==> src/rtl/uart_arb_pkg.sv <==
// Shared types and constants for the two-requester UART transmit arbiter.
package uart_arb_pkg;

  localparam int NUM_REQ                = 2;
  localparam int DATA_W                 = 8;
  localparam int DEFAULT_TIMEOUT_CYCLES = 4096;

  typedef enum logic [1:0] {
    IDLE,
    LOAD,
    BUSY,
    ACK
  } state_e;

endpackage

==> src/rtl/uart_rr_pick.sv <==
// Combinational round-robin pick between two requesters; a tie goes to the
// requester that was not granted last.
module uart_rr_pick
  import uart_arb_pkg::*;
(
  input  logic [NUM_REQ-1:0] reqVec,
  input  logic               lastPtr,
  output logic               winIdx,
  output logic               winValid
);

  always_comb begin
    winValid = |reqVec;
    winIdx   = reqVec[1];
    if (&reqVec) winIdx = ~lastPtr;
  end

endmodule

==> src/rtl/uart_xmit_arbiter.sv <==
// Round-robin arbiter sharing one UART transmitter between two byte sources.
// Optional BUSY watchdog with err pulses is enabled by defining UART_ARB_TIMEOUT_EN.
module uart_xmit_arbiter
  import uart_arb_pkg::*;
#(
  parameter int TIMEOUT_CYCLES = DEFAULT_TIMEOUT_CYCLES
) (
  input  logic       sys_clk,
  input  logic       sys_rstH,
  input  logic       req0H,
  input  logic       req1H,
  input  logic [7:0] req0_dataH,
  input  logic [7:0] req1_dataH,
  output logic       ack0H,
  output logic       ack1H,
  output logic       err0H,
  output logic       err1H,
  output logic       xmitH,
  output logic [7:0] xmit_dataH,
  input  logic       xmit_doneH,
  output logic       busyH
);

  if (TIMEOUT_CYCLES < 2) begin : g_badTimeout
    $error("uart_xmit_arbiter: TIMEOUT_CYCLES must be at least 2");
  end

  state_e              state, nextState;
  logic                lastPtr;
  logic                winIdx;
  logic [DATA_W-1:0]   dataReg;
  logic                pickIdx, pickValid;
  logic                tmoHit;

  uart_rr_pick u_pick (
    .reqVec   ({req1H, req0H}),
    .lastPtr  (lastPtr),
    .winIdx   (pickIdx),
    .winValid (pickValid)
  );

`ifdef UART_ARB_TIMEOUT_EN
  localparam int CNT_W = $clog2(TIMEOUT_CYCLES + 1);
  logic [CNT_W-1:0] tmoCnt;

  // A done arriving on the final BUSY cycle wins over the abort.
  assign tmoHit = (state == BUSY) && !xmit_doneH &&
                  (tmoCnt == CNT_W'(TIMEOUT_CYCLES - 1));

  always_ff @(posedge sys_clk) begin
    if (sys_rstH)           tmoCnt <= '0;
    else if (state == LOAD) tmoCnt <= '0;
    else if (state == BUSY) tmoCnt <= tmoCnt + CNT_W'(1);
  end
`else
  assign tmoHit = 1'b0;
`endif

  always_comb begin
    nextState = state;
    case (state)
      IDLE:    if (pickValid) nextState = LOAD;
      LOAD:    nextState = BUSY;
      BUSY: begin
        if (xmit_doneH)  nextState = ACK;
        else if (tmoHit) nextState = IDLE;
      end
      ACK:     nextState = IDLE;
      default: nextState = IDLE;
    endcase
  end

  always_ff @(posedge sys_clk) begin
    if (sys_rstH) begin
      state   <= IDLE;
      lastPtr <= 1'b1;
      winIdx  <= 1'b0;
      dataReg <= '0;
    end else begin
      state <= nextState;
      // Data is captured only at grant, so requester-side changes later on are invisible.
      if (state == IDLE && pickValid) begin
        winIdx  <= pickIdx;
        dataReg <= pickIdx ? req1_dataH : req0_dataH;
      end
      if (state == ACK || tmoHit) lastPtr <= winIdx;
    end
  end

  assign xmitH      = (state == LOAD);
  assign busyH      = (state != IDLE);
  assign xmit_dataH = dataReg;
  assign ack0H      = (state == ACK) && !winIdx;
  assign ack1H      = (state == ACK) &&  winIdx;
  // err fires in the aborting BUSY cycle so the requester can drop before IDLE re-arbitrates.
  assign err0H      = tmoHit && !winIdx;
  assign err1H      = tmoHit &&  winIdx;

endmodule

==> config.mk <==
export PLATFORM = sky130hd
export DESIGN_NAME = uart_xmit_arbiter
export DESIGN_NICKNAME = d
export VERILOG_FILES = /design/src/rtl/uart_arb_pkg.sv /design/src/rtl/uart_rr_pick.sv /design/src/rtl/uart_xmit_arbiter.sv
export SDC_FILE = /design/constraint.sdc
export NUM_CORES = 1
export LEC_CHECK = 0
export BUFFER_PORTS_ARGS = -buffer_cell sky130_fd_sc_hd__buf_2
export CORE_MARGIN = 2
export CORE_UTILIZATION = 40
export CTS_CLUSTER_SIZE = 40
export DETAILED_ROUTE_END_ITERATION = 7
export PLACE_DENSITY = 0.82
export SYNTH_ARGS = -nofsm -noshare
export SYNTH_HDL_FRONTEND = slang
export SYNTH_HIERARCHICAL = 1
export SYNTH_SLANG_ARGS = --single-unit
==> constraint.sdc <==
create_clock -name sys_clk -period 2.5 [get_ports sys_clk]
set_clock_uncertainty 0.1 [all_clocks]
set_input_delay 0.625 -clock sys_clk [delete_from_list [all_inputs] [get_ports sys_clk]]
set_output_delay 0.625 -clock sys_clk [all_outputs]
set_load 0.02 [all_outputs]
=== After elaboration in Yosys (flattened, before gate mapping) ===
Cells that the tools add are included.

* Register bits after elaboration: 12
* Latch bits: 0
* RAM bits: 0
* Bits in read-only memories: 0
* Input bits: 21
* Output and inout port bits: 14
* Word-level logic and storage cells: 24
* Memories kept: 0

* $add $sub $neg: 0
* $mul: 0
* Div/mod/pow operators: 0
* Magnitude comparators: 0
* Equality and inequality tests: 5
* Shifts and indexed selects: 0
* Multiplexer cells: 5
* Bitwise operators: 1
* Reductions and logical operators: 9

{| class="wikitable"
|+ Operators by type and width
! cell !! number
|-
| $mux W8 || 1
|-
| $pmux W2 S4 || 1
|-
| $eq A2 B2 Y1 const B || 2
|-
| $mux W2 || 2
|-
| $ne A2 B2 Y1 const B || 2
|-
| $reduce_and A2 Y1 || 2
|-
| $logic_and A1 B1 Y1 || 3
|-
| $eq A2 B1 Y1 const B || 1
|-
| $logic_not A2 Y1 || 1
|-
| $reduce_bool A2 Y1 || 1
|-
| $reduce_or A2 Y1 || 1
|-
| $logic_not A1 Y1 || 1
|-
| $mux W1 || 1
|-
| $not A1 Y1 || 1
|}

=== Depth between registers and ports, before layout ===
Gate-level depths: netlist (run 1).

* Word-level depth: 3
* Depth in mapped cells: 7
* Gate-level depth less buffers: 5

=== Cells and area by module ===
The synthesis (run 1) kept the hierarchy.

{| class="wikitable"
|+ By module, submodules not included
! module !! instances !! cells each !! area each (sq um) !! seq. area each (sq um)
|-
| uart_xmit_arbiter || 1 || 64 || 616.8 || 240.2
|-
| uart_rr_pick || 1 || 2 || 13.8 || 0.0
|}

=== Worst setup path after synthesis (run 1) ===
Ideal clock, no wire load.

* Path type: input to register
* Start: input port req1H
* End: register dataReg[3], in the netlist xmit_dataH[3]
* Setup time: 0.118 ns
* Arrival time: 1.393 ns
* Data required time: 2.282 ns
* Setup slack: 0.889 ns
* Cell stages on the path: 6
* Buffers on the path: 2
* Cell sequence: or2_1 -> and2_1 -> buf_6 -> buf_8 -> o21ai_2 -> a21oi_2

* Longest elaborated chain between the ends: 3
* Elaborated cells between the ends (all ways): 5
* Classes of those cells: mux (2); reduce/logical (3)

{| class="wikitable"
|+ Ends and longest elaborated chain
! element !! line !! source
|-
| start: declaration || uart_xmit_arbiter.sv:11 || <nowiki>input logic req1H,</nowiki>
|-
| $reduce_and A2 Y1 || uart_rr_pick.sv:15 || <nowiki>if (&reqVec) winIdx = ~lastPtr;</nowiki>
|-
| $mux W1 || uart_rr_pick.sv:15 ||
|-
| $mux W8 || uart_xmit_arbiter.sv:84 || <nowiki>dataReg <= pickIdx ? req1_dataH : req0_dataH;</nowiki>
|-
| end signal: assignment || uart_xmit_arbiter.sv:84 ||
|-
| end: declaration || uart_xmit_arbiter.sv:31 || <nowiki>logic [DATA_W-1:0] dataReg;</nowiki>
|}

Parallel ways exist; a longest one is shown, timed or not.
A chain may end at the register's enable or synchronous reset.

=== Worst setup path after layout (run 1) ===
* Start: register state[0]
* End: output port busyH

* Longest elaborated chain between the ends: 1

{| class="wikitable"
|+ Ends and longest elaborated chain
! element !! line !! source
|-
| start: declaration || uart_xmit_arbiter.sv:28 || <nowiki>state_e state, nextState;</nowiki>
|-
| start signal: assignment || uart_xmit_arbiter.sv:80 || <nowiki>state <= nextState;</nowiki>
|-
| $reduce_bool A2 Y1 || uart_xmit_arbiter.sv:91 || <nowiki>assign busyH = (state != IDLE);</nowiki>
|-
| end: declaration || uart_xmit_arbiter.sv:21 || <nowiki>output logic busyH</nowiki>
|}

No other way between the ends.

==> key figures, run 1 <==
Timing
  – Final hold violations: 0
  – Worst slew pin tran: 0.6504 ns
  – RSZ-0062 raised after global routing: no
  – Crit share post-route: 0.7606
  – Tmin final: 1.902 ns
  – Worst slew margin: 0.5664
  – PnR worst setup slack: 0.5984 ns
  – Fmax: 525.9 MHz
  – Setup TNS Final: 0 ns
  – # setup viols final: 0
  – Pins Over Slew Limit: 0

Critical path
  – CP Capture Point: busyH
  – R2r worst-path depth: 5
  – Max incr delay on CP: 0.39 ns
  – Kind of critical path: reg -> out
  – Setup crit end kind: output port
  – WP data required: 1.77 ns
  – Most frequent CP cell: inv_1
  – RR Endpoint: winIdx
  – CP Max Fanout: 4
  – Reg2reg setup slack: 0.79 ns
  – Crit. Startpoint: state[0]
  – Critical-path top delay cell: dfxtp_1
  – CP Cell Sequence: inv_1, ha_1, inv_1, buf_2
  – Critical Path Start Type: register
  – R2r startpoint: state[0]
  – WP data arrival: 1.18 ns

GRT
  – Largest net degree at the start of global routing: 18
  – Routing usage on met1: 0.1762
  – Met2 Use GR: 0.2471
  – Vias in the first global route: 533
  – Most Used Layer, Global Route: met2
  – GRT Overall Usage: 0.1484
  – GR Layer Usage met3: 0.03750
  – Total gr overflow: 0
  – Initial antenna violation count: 0
  – First-pass GRT wire length: 2097 um

Power
  – Peak VDD IR: 0.5414 mV
  – Cell leakage power: 0.4137 nW
  – Pwr/cell area: 1046 nW/um^2

Clocking
  – CTS Sinks: 12
  – CTS tree: yes
  – Post-CTS setup buffer count: 0
  – H-Tree Depth: 1
  – Cts repair resizes: 0
  – Root Driver: clkbuf_4
  – Clock Tree Buf Depth: 2
  – Clock Latency Late Sink: 0.27 ns
  – Reg clk slew, reported paths: 0.08 ns
  – CTS Hold Bufs: 0
  – Number of CTS-inserted buffers: 3

Floorplanning
  – Num rows: 14
  – I/O pins: 35
  – CORE AREA: 1489 sq um
  – Initial Utilization: 0.4235
  – Total die area: 1910 sq um
  – Die H: 43.71 um
  – Die width: 43.71 um

Worst hold path
  – Worst hold-check path type: reg -> reg

Logic synthesis
  – Post-synthesis sequential area ratio: 0.3810
  – Mapped Avg Cell Area: 9.555 sq um
  – Yosys cell types: 23
  – Synthesis-stage register bit count: 12
  – Yosys top cell by area: dfxtp_1
  – Post-synthesis cell count: 66
  – Mapped cell area: 630.6 sq um
  – Synth top area cells: dfxtp_1, mux2i_1, ha_1
  – Post-synth top area share: 0.3810
  – Yosys warning count: 6

Final layout
  – Commonest non-fill, non-tap cell in the layout: buf_2
  – Most frequent cells in the layout: buf_2, dfxtp_1, mux2i_1
  – Diode count: 0
  – Nets: 125
  – Share of layout cells above drive strength 1: 0.4242
  – Post-route core utilization: 0.5454
  – P&R area growth vs syn: 28.77%
  – Design area: 812.0 sq um

Placed design
  – Port Buf Inserts: 32
  – Setup slack at placement: 0.6261 ns
  – Gp weighted congestion: 0.7849
  – Placed inst area: 775.7 sq um
  – Final HPWL from detailed placement: 984.6 um

Job
  – Max-cap check violation count: 0

Drt
  – Post-route DRC: 0
  – Via density: 4.774
  – DR pass1 iterations: 3
  – Vias: 549
  – Starting DRT DRC Count: 5
  – Post-DR wirelength/cell: 10.99 um
  – Routed Antenna Nets: 0
  – Routed wire length: 1264 um

Run status
  – Outcome: finished, final reports clean
-- layout make-up --
class                   count  area [sq um]
inverters                   5         18.77
fillers                   151         676.9
multi-input cells          45         329.1
well taps                  16         20.02
clock buffers               4         36.28
repair buffers             33         167.7
flip-flops and latches     12         240.2
-- per-layer routing --
layer | up-vias | share of wire
li1 | 292 | -
met5 | - | 0
met2 | 23 | 0.47
met4 | 0 | 0.0032
met1 | 232 | 0.44
met3 | 2 | 0.082
-- critical path: cells and delay by family (launching register included) --
kind,cells,cell delay [ns]
DFF,1,0.39
buffers and inverters,3,0.29
adders and majority gates,1,0.24
-- metrics by stage --
stage                     power, mW  cells  hold WS, ns
after CTS                    0.8592    115       0.3871
after global routing         0.9162    115       0.4113
after global placement       0.6878    111       0.3527
final                        0.8490    115       0.3867
after detailed placement     0.7015    111       0.3650
after floorplan              0.6340     67       0.3356
-- flip-flops by register name, summed over array words and instances, names as in the netlist --
register / count
state: 2
xmit_dataH: 8
lastPtr: 1
winIdx: 1
-- cells by family after synthesis --
logic type               after synthesis  share of synthesized area
other                                  1                   0.005947
adder cells (fa/ha/maj)                4                    0.07937
buffers and inverters                 10                     0.1031
AND/OR/NAND/NOR                        9                    0.07539
flip-flops                            12                     0.3810
AO/OA/AOI/OAI                         21                     0.2123
multiplexers                           9                     0.1429
-- worst min path at each step --
stage	from	to	slack (ns)	depth (start not counted)
floorplan	lastPtr	lastPtr	0.34	1
global placement	lastPtr	lastPtr	0.35	1
detailed placement	lastPtr	lastPtr	0.37	1
CTS	lastPtr	lastPtr	0.39	1
global route	lastPtr	lastPtr	0.41	1
finish	lastPtr	lastPtr	0.39	1
-- power breakdown --
group	total, mW	switching, mW	internal (mW)	leakage, nW
Sequential	0.301	0.0431	0.258	0.0994
Clock	0.153	0.0648	0.0884	0.0210
Combinational	0.394	0.250	0.144	0.293
Total	0.849	0.358	0.491	0.414
-- cells in the mapped netlist --
library cell and n:
nor2_1 3, ha_1 4, and2_1 2, a21boi_1 1, inv_1 4, nand2b_1 2, a41o_1 1, dfxtp_1 12
buf_6 1, or2_1 1, inv_2 1, conb_1 1, buf_8 1, a21oi_2 2, a211oi_1 1, buf_4 2
a211o_1 1, buf_2 1, o21ai_2 2, o21ai_1 6, nor3_1 1, a21oi_1 7, mux2i_1 9
Power figures use the tool's default switching activity.
==> run 2, diff against run 1 <==
CORE_UTILIZATION = 38   (was 40)
clock period = 1.7 ns   (was 2.5 ns; I/O delays follow)
==> run 2 against run 1 <==
Net effect: register-to-register slack worse by 0.67 ns; critical path type unchanged; sequential share of layout area is 1.1 points lower; global-route usage is 0.34 points lower; via count is 1.6% higher; combinational power is 72% higher; final cell count is 2.6% higher.
==> key figures, run 2 (synthesis gave the netlist of run 1 again) <==
Run status
  – Outcome: finished, final reports clean (unchanged)

Job
  – Max-cap check violation count: 0 (unchanged)

Timing
  – Setup TNS Final: 0 ns (unchanged)
  – Fmax: 606.4 MHz
  – Tmin final: 1.649 ns
  – RSZ-0062 raised after global routing: no (unchanged)
  – Crit share post-route: 0.9701
  – Worst slew pin tran: 0.6086 ns (was 0.6504 ns)
  – Pins Over Slew Limit: 0 (unchanged)
  – Final hold violations: 0 (unchanged)
  – Worst slew margin: 0.5943 (was 0.5664)
  – # setup viols final: 0 (unchanged)

GRT
  – Vias in the first global route: 556 (was 533)
  – Largest net degree at the start of global routing: 17 (was 18)
  – First-pass GRT wire length: 2180 um (was 2097 um)
  – GRT Overall Usage: 0.1450 (was 0.1484)
  – Total gr overflow: 0 (unchanged)
  – Initial antenna violation count: 0 (unchanged)

Floorplanning
  – Die H: 44.74 um (was 43.71 um)
  – Die width: 44.74 um (was 43.71 um)
  – Total die area: 2001 sq um (was 1910 sq um)
  – Initial Utilization: 0.4138 (was 0.4235)
  – CORE AREA: 1524 sq um (was 1489 sq um)
  – Num rows: 14 (unchanged)
  – I/O pins: 35 (unchanged)

Worst hold path
  – Hold worst-path end: winIdx (was lastPtr)
  – Worst hold-check path type: in -> reg (was reg -> reg)
  – Worst Hold Launch: sys_rstH (was lastPtr)
  – Hold Path Depth: 2 (was 1)

Final layout
  – Diode count: 0 (unchanged)
  – Nets: 128 (was 125)
  – Share of layout cells above drive strength 1: 0.5098 (was 0.4242)
  – Commonest non-fill, non-tap cell in the layout: buf_2 (unchanged)
  – Fill cell count: 144 (was 151)
  – Largest register FFs: 8 (unchanged)
  – Most frequent cells in the layout: buf_2, dfxtp_1, mux2i_1 (unchanged)
  – Post-route core utilization: 0.5599 (was 0.5454)
  – P&R area growth vs syn: 35.32% (was 28.77%)

Critical path
  – WP data required: 1.17 ns (was 1.77 ns)
  – CP Cell Sequence: inv_2, ha_2, buf_4, inv_2, buf_6 (was inv_1, ha_1, inv_1, buf_2)
  – Most frequent CP cell: inv_2 (was inv_1)
  – Critical Path Start Type: register (unchanged)
  – WP data arrival: 1.12 ns (was 1.18 ns)
  – RR Endpoint: winIdx (unchanged)
  – Critical-path top delay cell: dfxtp_2 (was dfxtp_1)
  – R2r startpoint: state[0] (unchanged)
  – Kind of critical path: reg -> out (unchanged)
  – CP Max Fanout: 3 (was 4)
  – Max incr delay on CP: 0.36 ns (was 0.39 ns)
  – Reg2reg setup slack: 0.12 ns (was 0.79 ns)
  – Setup crit end kind: output port (unchanged)
  – R2r worst-path depth: 5 (unchanged)

Clocking
  – Clock Latency Late Sink: 0.27 ns (about the same)
  – CTS Hold Bufs: 0 (unchanged)
  – Reg clk slew, reported paths: 0.08 ns (about the same)
  – Number of CTS-inserted buffers: 3 (unchanged)
  – Clock Tree Buf Depth: 2 (unchanged)
  – Root Driver: clkbuf_4 (unchanged)
  – CTS tree: yes (unchanged)
  – H-Tree Depth: 1 (unchanged)
  – CTS Sinks: 12 (unchanged)

Power
  – Cell leakage power: 0.4251 nW (was 0.4137 nW)
  – Peak VDD IR: 0.7548 mV (was 0.5414 mV)
  – Pwr/cell area: 1585 nW/um^2 (was 1046 nW/um^2)

Drt
  – Starting DRT DRC Count: 2 (was 5)
  – Post-DR wirelength/cell: 10.94 um (was 10.99 um)
  – DR pass1 iterations: 4 (was 3)
  – Via density: 4.729 (was 4.774)
  – Vias: 558 (was 549)
  – Post-route DRC: 0 (unchanged)
  – Routed Antenna Nets: 0 (unchanged)
  – Routed wire length: 1291 um (was 1264 um)

Placed design
  – Port Buf Inserts: 32 (unchanged)
  – Final HPWL from detailed placement: 1000 um (was 984.6 um)
  – Gp weighted congestion: 0.7636 (was 0.7849)
## run 2: metrics by stage
step	cell area (sq um)	total power [mW]	hold slack, ns	instances	worst slack [ns]
after floorplan	634.4	0.9323	0.3356	67	0.2892
after global placement	790.8	1.050	0.3468	113	0.1128
after detailed placement	790.8	1.074	0.3558	113	0.06172
after CTS	843.3	1.346	0.2932	118	0.003876
after global routing	853.3	1.452	0.2922	118	0.001966
final	853.3	1.352	0.2969	118	0.05091
## run 2: area by class of cell
type / count / area [sq um] / share of cell area
Inverter: 5 / 18.77 / 0.02199
Clock buffer: 4 / 36.28 / 0.04252
Sequential cell: 12 / 242.7 / 0.2845
Tap cell: 16 / 20.02 / 0.02346
Timing Repair Buffer: 36 / 201.4 / 0.2361
Multi-Input combinational cell: 45 / 334.1 / 0.3915
## run 2: where the power goes
part	internal, mW	leakage, nW	switching [mW]
registers	0.385	0.100	0.0626
logic	0.286	0.304	0.393
clock network	0.130	0.0210	0.0967
total	0.800	0.425	0.552
## run 2: per-layer routing
layer / share of wire / GRT usage / vias to the layer above
li1: - / - / 294
met3: 0.074 / 0.02800 / 0
met5: 0 / 0 / -
met1: 0.47 / 0.1802 / 240
met4: 0 / 0.07273 / 0
met2: 0.46 / 0.2377 / 24
## run 2: critical path: cells and delay by family (launching register included)
family,cells,cell delay [ns]
adder cells (fa/ha/maj),1,0.17
flip-flops,1,0.36
buffers and inverters,4,0.33
## run 2: timing repair
item | in CTS | in global routing
setup endpoints to repair | 3 | 4
setup buffers | 1 | 0
resized for setup | 5 | 6
## run 2: worst max path at each step
stage	startpoint	to	slack, ns	cells past startpoint
after CTS	state[0]	busyH	0.004	5
final	state[0]	busyH	0.05	5
after global placement	req0H	winIdx	0.11	5
after detailed placement	req0H	winIdx	0.06	5
after global routing	state[0]	busyH	0.002	5
after floorplan	req1H	xmit_dataH[3]	0.29	6
==> run 3, diff against run 2 <==
CORE_UTILIZATION = 39   (was 38)
SYNTH_HIERARCHICAL = unset   (was 1)
==> run 3 against run 2 <==
Net effect: via count is 13% higher; fmax is 0.13% higher; cell area is 2.2% higher; global-route usage is 1.0 points higher; setup slack better by 0.0022 ns; combinational power is 3.5% lower; count of clock-buffer cells in the layout stayed put; routed wire length is 14% higher; flip-flop and latch count stayed put.
==> key figures, run 3 <==
Run status
  – Outcome: finished, final reports clean (unchanged)

Timing
  – Tmin final: 1.647 ns (was 1.649 ns)
  – Crit share post-route: 0.9688 (was 0.9701)
  – RSZ-0062 raised after global routing: no (unchanged)
  – Setup TNS Final: 0 ns (unchanged)
  – Final hold violations: 0 (unchanged)
  – Pins Over Slew Limit: 0 (unchanged)
  – # setup viols final: 0 (unchanged)
  – Fmax: 607.2 MHz (was 606.4 MHz)
  – PnR worst setup slack: 0.05307 ns (was 0.05091 ns)

Logic synthesis
  – Synth cell count leaders: nand2_1, dfxtp_1, nor2_1 (was dfxtp_1, mux2i_1, a21oi_1)
  – Async SR Flop Fraction: 0 (unchanged)
  – Post-synthesis sequential area ratio: 0.3575 (was 0.3810)
  – Post-synthesis cell count: 76 (was 66)
  – Number of synthesized flops with an enable pin: 0 (unchanged)
  – Mapped Avg Cell Area: 8.841 sq um (was 9.555 sq um)
  – Main synth FF type: dfxtp_1 (unchanged)
  – Yosys warning count: 0 (was 6)
  – Cell with the most instances after synthesis: nand2_1 (was dfxtp_1)
  – Post-synth top area share: 0.3575 (was 0.3810)
  – Synthesis-stage register bit count: 12 (unchanged)
  – Mapped cell area: 671.9 sq um (was 630.6 sq um)
  – Synth top area cells: dfxtp_1, nand2_1, ha_1 (was dfxtp_1, mux2i_1, ha_1)
  – Yosys cell types: 24 (was 23)
  – Yosys top cell by area: dfxtp_1 (unchanged)

Critical path
  – Critical-path top delay cell: dfxtp_2 (unchanged)
  – Critical Path Start Type: register (unchanged)
  – Kind of critical path: reg -> out (unchanged)
  – Most frequent CP cell: inv_1 (was inv_2)
  – CP Cell Sequence: inv_1, ha_4, inv_1, buf_4 (was inv_2, ha_2, buf_4, inv_2, buf_6)
  – Reg2reg setup slack: 0.31 ns (was 0.12 ns)
  – Setup crit end kind: output port (unchanged)
  – WP data required: 1.17 ns (about the same)
  – CP Max Fanout: 5 (was 3)
  – WP data arrival: 1.12 ns (about the same)
  – Max incr delay on CP: 0.34 ns (was 0.36 ns)

Floorplanning
  – Num rows: 14 (unchanged)
  – Initial Utilization: 0.4310 (was 0.4138)
  – Die width: 45.51 um (was 44.74 um)
  – Die H: 45.51 um (was 44.74 um)
  – I/O pins: 35 (unchanged)
  – Total die area: 2071 sq um (was 2001 sq um)
  – CORE AREA: 1559 sq um (was 1524 sq um)

GRT
  – Total gr overflow: 0 (unchanged)
  – Largest net degree at the start of global routing: 17 (unchanged)
  – Vias in the first global route: 585 (was 556)
  – GR Layer Usage met3: 0.03571 (was 0.02800)
  – Most Used Layer, Global Route: met2 (unchanged)
  – First-pass GRT wire length: 2311 um (was 2180 um)
  – GRT Overall Usage: 0.1551 (was 0.1450)
  – Initial antenna violation count: 0 (unchanged)
  – Routing usage on met1: 0.1743 (was 0.1802)
  – Met2 Use GR: 0.2732 (was 0.2377)

Job
  – Max-cap check violation count: 0 (unchanged)

Final layout
  – Non-Filler Instances: 125 (was 118)
  – Diode count: 0 (unchanged)
  – Most frequent cells in the layout: buf_2, nand2_1, nor2_1, dfxtp_1, a311oi_1 (was buf_2, dfxtp_1, mux2i_1)
  – Commonest non-fill, non-tap cell in the layout: buf_2 (unchanged)
  – Design area: 872.1 sq um (was 853.3 sq um)
  – Nets: 135 (was 128)
  – Post-route core utilization: 0.5594 (was 0.5599)
  – P&R area growth vs syn: 29.80% (was 35.32%)
  – Share of layout cells above drive strength 1: 0.4404 (was 0.5098)
  – Fill cell count: 135 (was 144)
  – Largest register FFs: 8 (unchanged)

Power
  – Cell leakage power: 0.4281 nW (was 0.4251 nW)
  – Switching Fraction: 0.4117 (was 0.4082)
  – Clk pwr share: 0.173 (was 0.168)
  – Power Internal: 0.7875 mW (was 0.8004 mW)
  – Sw Pwr: 0.5512 mW (was 0.5521 mW)
  – Flop pwr share: 0.338 (was 0.331)
  – Pwr/cell area: 1535 nW/um^2 (was 1585 nW/um^2)
  – Comb power frac: 0.489 (was 0.502)
  – Peak VDD IR: 0.7316 mV (was 0.7548 mV)

Clocking
  – CTS tree: yes (unchanged)
  – Number of CTS-inserted buffers: 3 (unchanged)
  – CTS Sinks: 12 (unchanged)
  – H-Tree Depth: 1 (unchanged)
  – Clock Tree Buf Depth: 2 (unchanged)
  – Root Driver: clkbuf_4 (unchanged)
  – Reg clk slew, reported paths: 0.08 ns (about the same)
  – Clock Latency Late Sink: 0.27 ns (about the same)
  – CTS Hold Bufs: 0 (unchanged)

Drt
  – DR pass1 iterations: 4 (unchanged)
  – Routed Antenna Nets: 0 (unchanged)
  – Post-route DRC: 0 (unchanged)
  – Vias: 629 (was 558)
  – Post-DR wirelength/cell: 11.75 um (was 10.94 um)
  – Routed wire length: 1469 um (was 1291 um)
  – Starting DRT DRC Count: 12 (was 2)
  – Via density: 5.032 (was 4.729)

Worst hold path
  – Worst hold-check path type: in -> reg (unchanged)

Placed design
  – Final HPWL from detailed placement: 1107 um (was 1000 um)
  – Port Buf Inserts: 32 (unchanged)
  – Gp weighted congestion: 0.6971 (was 0.7636)
  – Placed insts: 120 (was 113)
  – Setup slack at placement: 0.2273 ns (was 0.06172 ns)
  – Placed inst area: 805.8 sq um (was 790.8 sq um)
## run 3: cell count changes in the layout (fill, tap and decap cells not counted), sizes merged, moves of 7 or more
cell,change
nand2,+17
nor2,+9
a311oi,+8
mux2i,-8
a21oi,-7
o21ai,-7
## run 3: final cells by class
cell class,count,area (sq um),share of cell area
Sequential cell,12,242.7,0.2783
Clock buffer,4,36.28,0.04161
Multi-Input combinational cell,56,385.4,0.4419
Timing Repair Buffer,33,172.7,0.1980
Inverter,4,15.01,0.01722
Tap cell,16,20.02,0.02296
## run 3: final timing paths
path,from,end,cells after the start
worst max-delay path,state[0],busyH,4
worst max register to register,state[0],state[1],5
worst min-delay path,req0_dataH[2],xmit_dataH[2],3
worst min register to register,xmit_dataH[2],xmit_dataH[2],2
## run 3: kinds of logic (layout without fill, tap and decap cells)
kind of cell	after synthesis	in the layout	synth area share
other	1	2	0.005581
muxes	1	1	0.01490
AOI/OAI and AO/OA	16	16	0.2439
adders and majority gates	4	4	0.07449
and+or+nand+nor	33	33	0.2067
DFF	12	12	0.3575
buffers and inverters	9	41	0.09682
## run 3: stage by stage
step	hold slack (ns)	power, mW
4_1_cts	0.3075	1.295
5_1_grt	0.3093	1.427
6_report	0.3040	1.339
3_3_place_gp	0.3785	1.036
3_5_place_dp	0.3907	1.060
2_1_floorplan	0.3625	0.9364
## run 3: layer usage
layer  part of all wire  vias up
met1               0.41      291
met4                  0        0
met5                  0        -
met3              0.056        0
met2               0.54       21
li1                   -      317
## run 3: power by group through the flow
stage	combinational, mW	clock (mW)	sequential (mW)
detailed placement	0.606	0	0.454
global route	0.717	0.241	0.468
finish	0.654	0.232	0.453
floorplan	0.392	0	0.545
CTS	0.612	0.230	0.453
global placement	0.586	0	0.450
## run 3: timing repair
item,4_1_cts,5_1_grt
resized for setup,3,4
cloned,0,0
setup endpoints to repair,1,2
buffers inserted,0,1
## run 3: worst max-delay path, delay by kind of cell (launching register included)
kind / cells / cell delay (ns)
flip-flops: 1 / 0.34
buffers and inverters: 3 / 0.34
adder cells (fa/ha/maj): 1 / 0.18
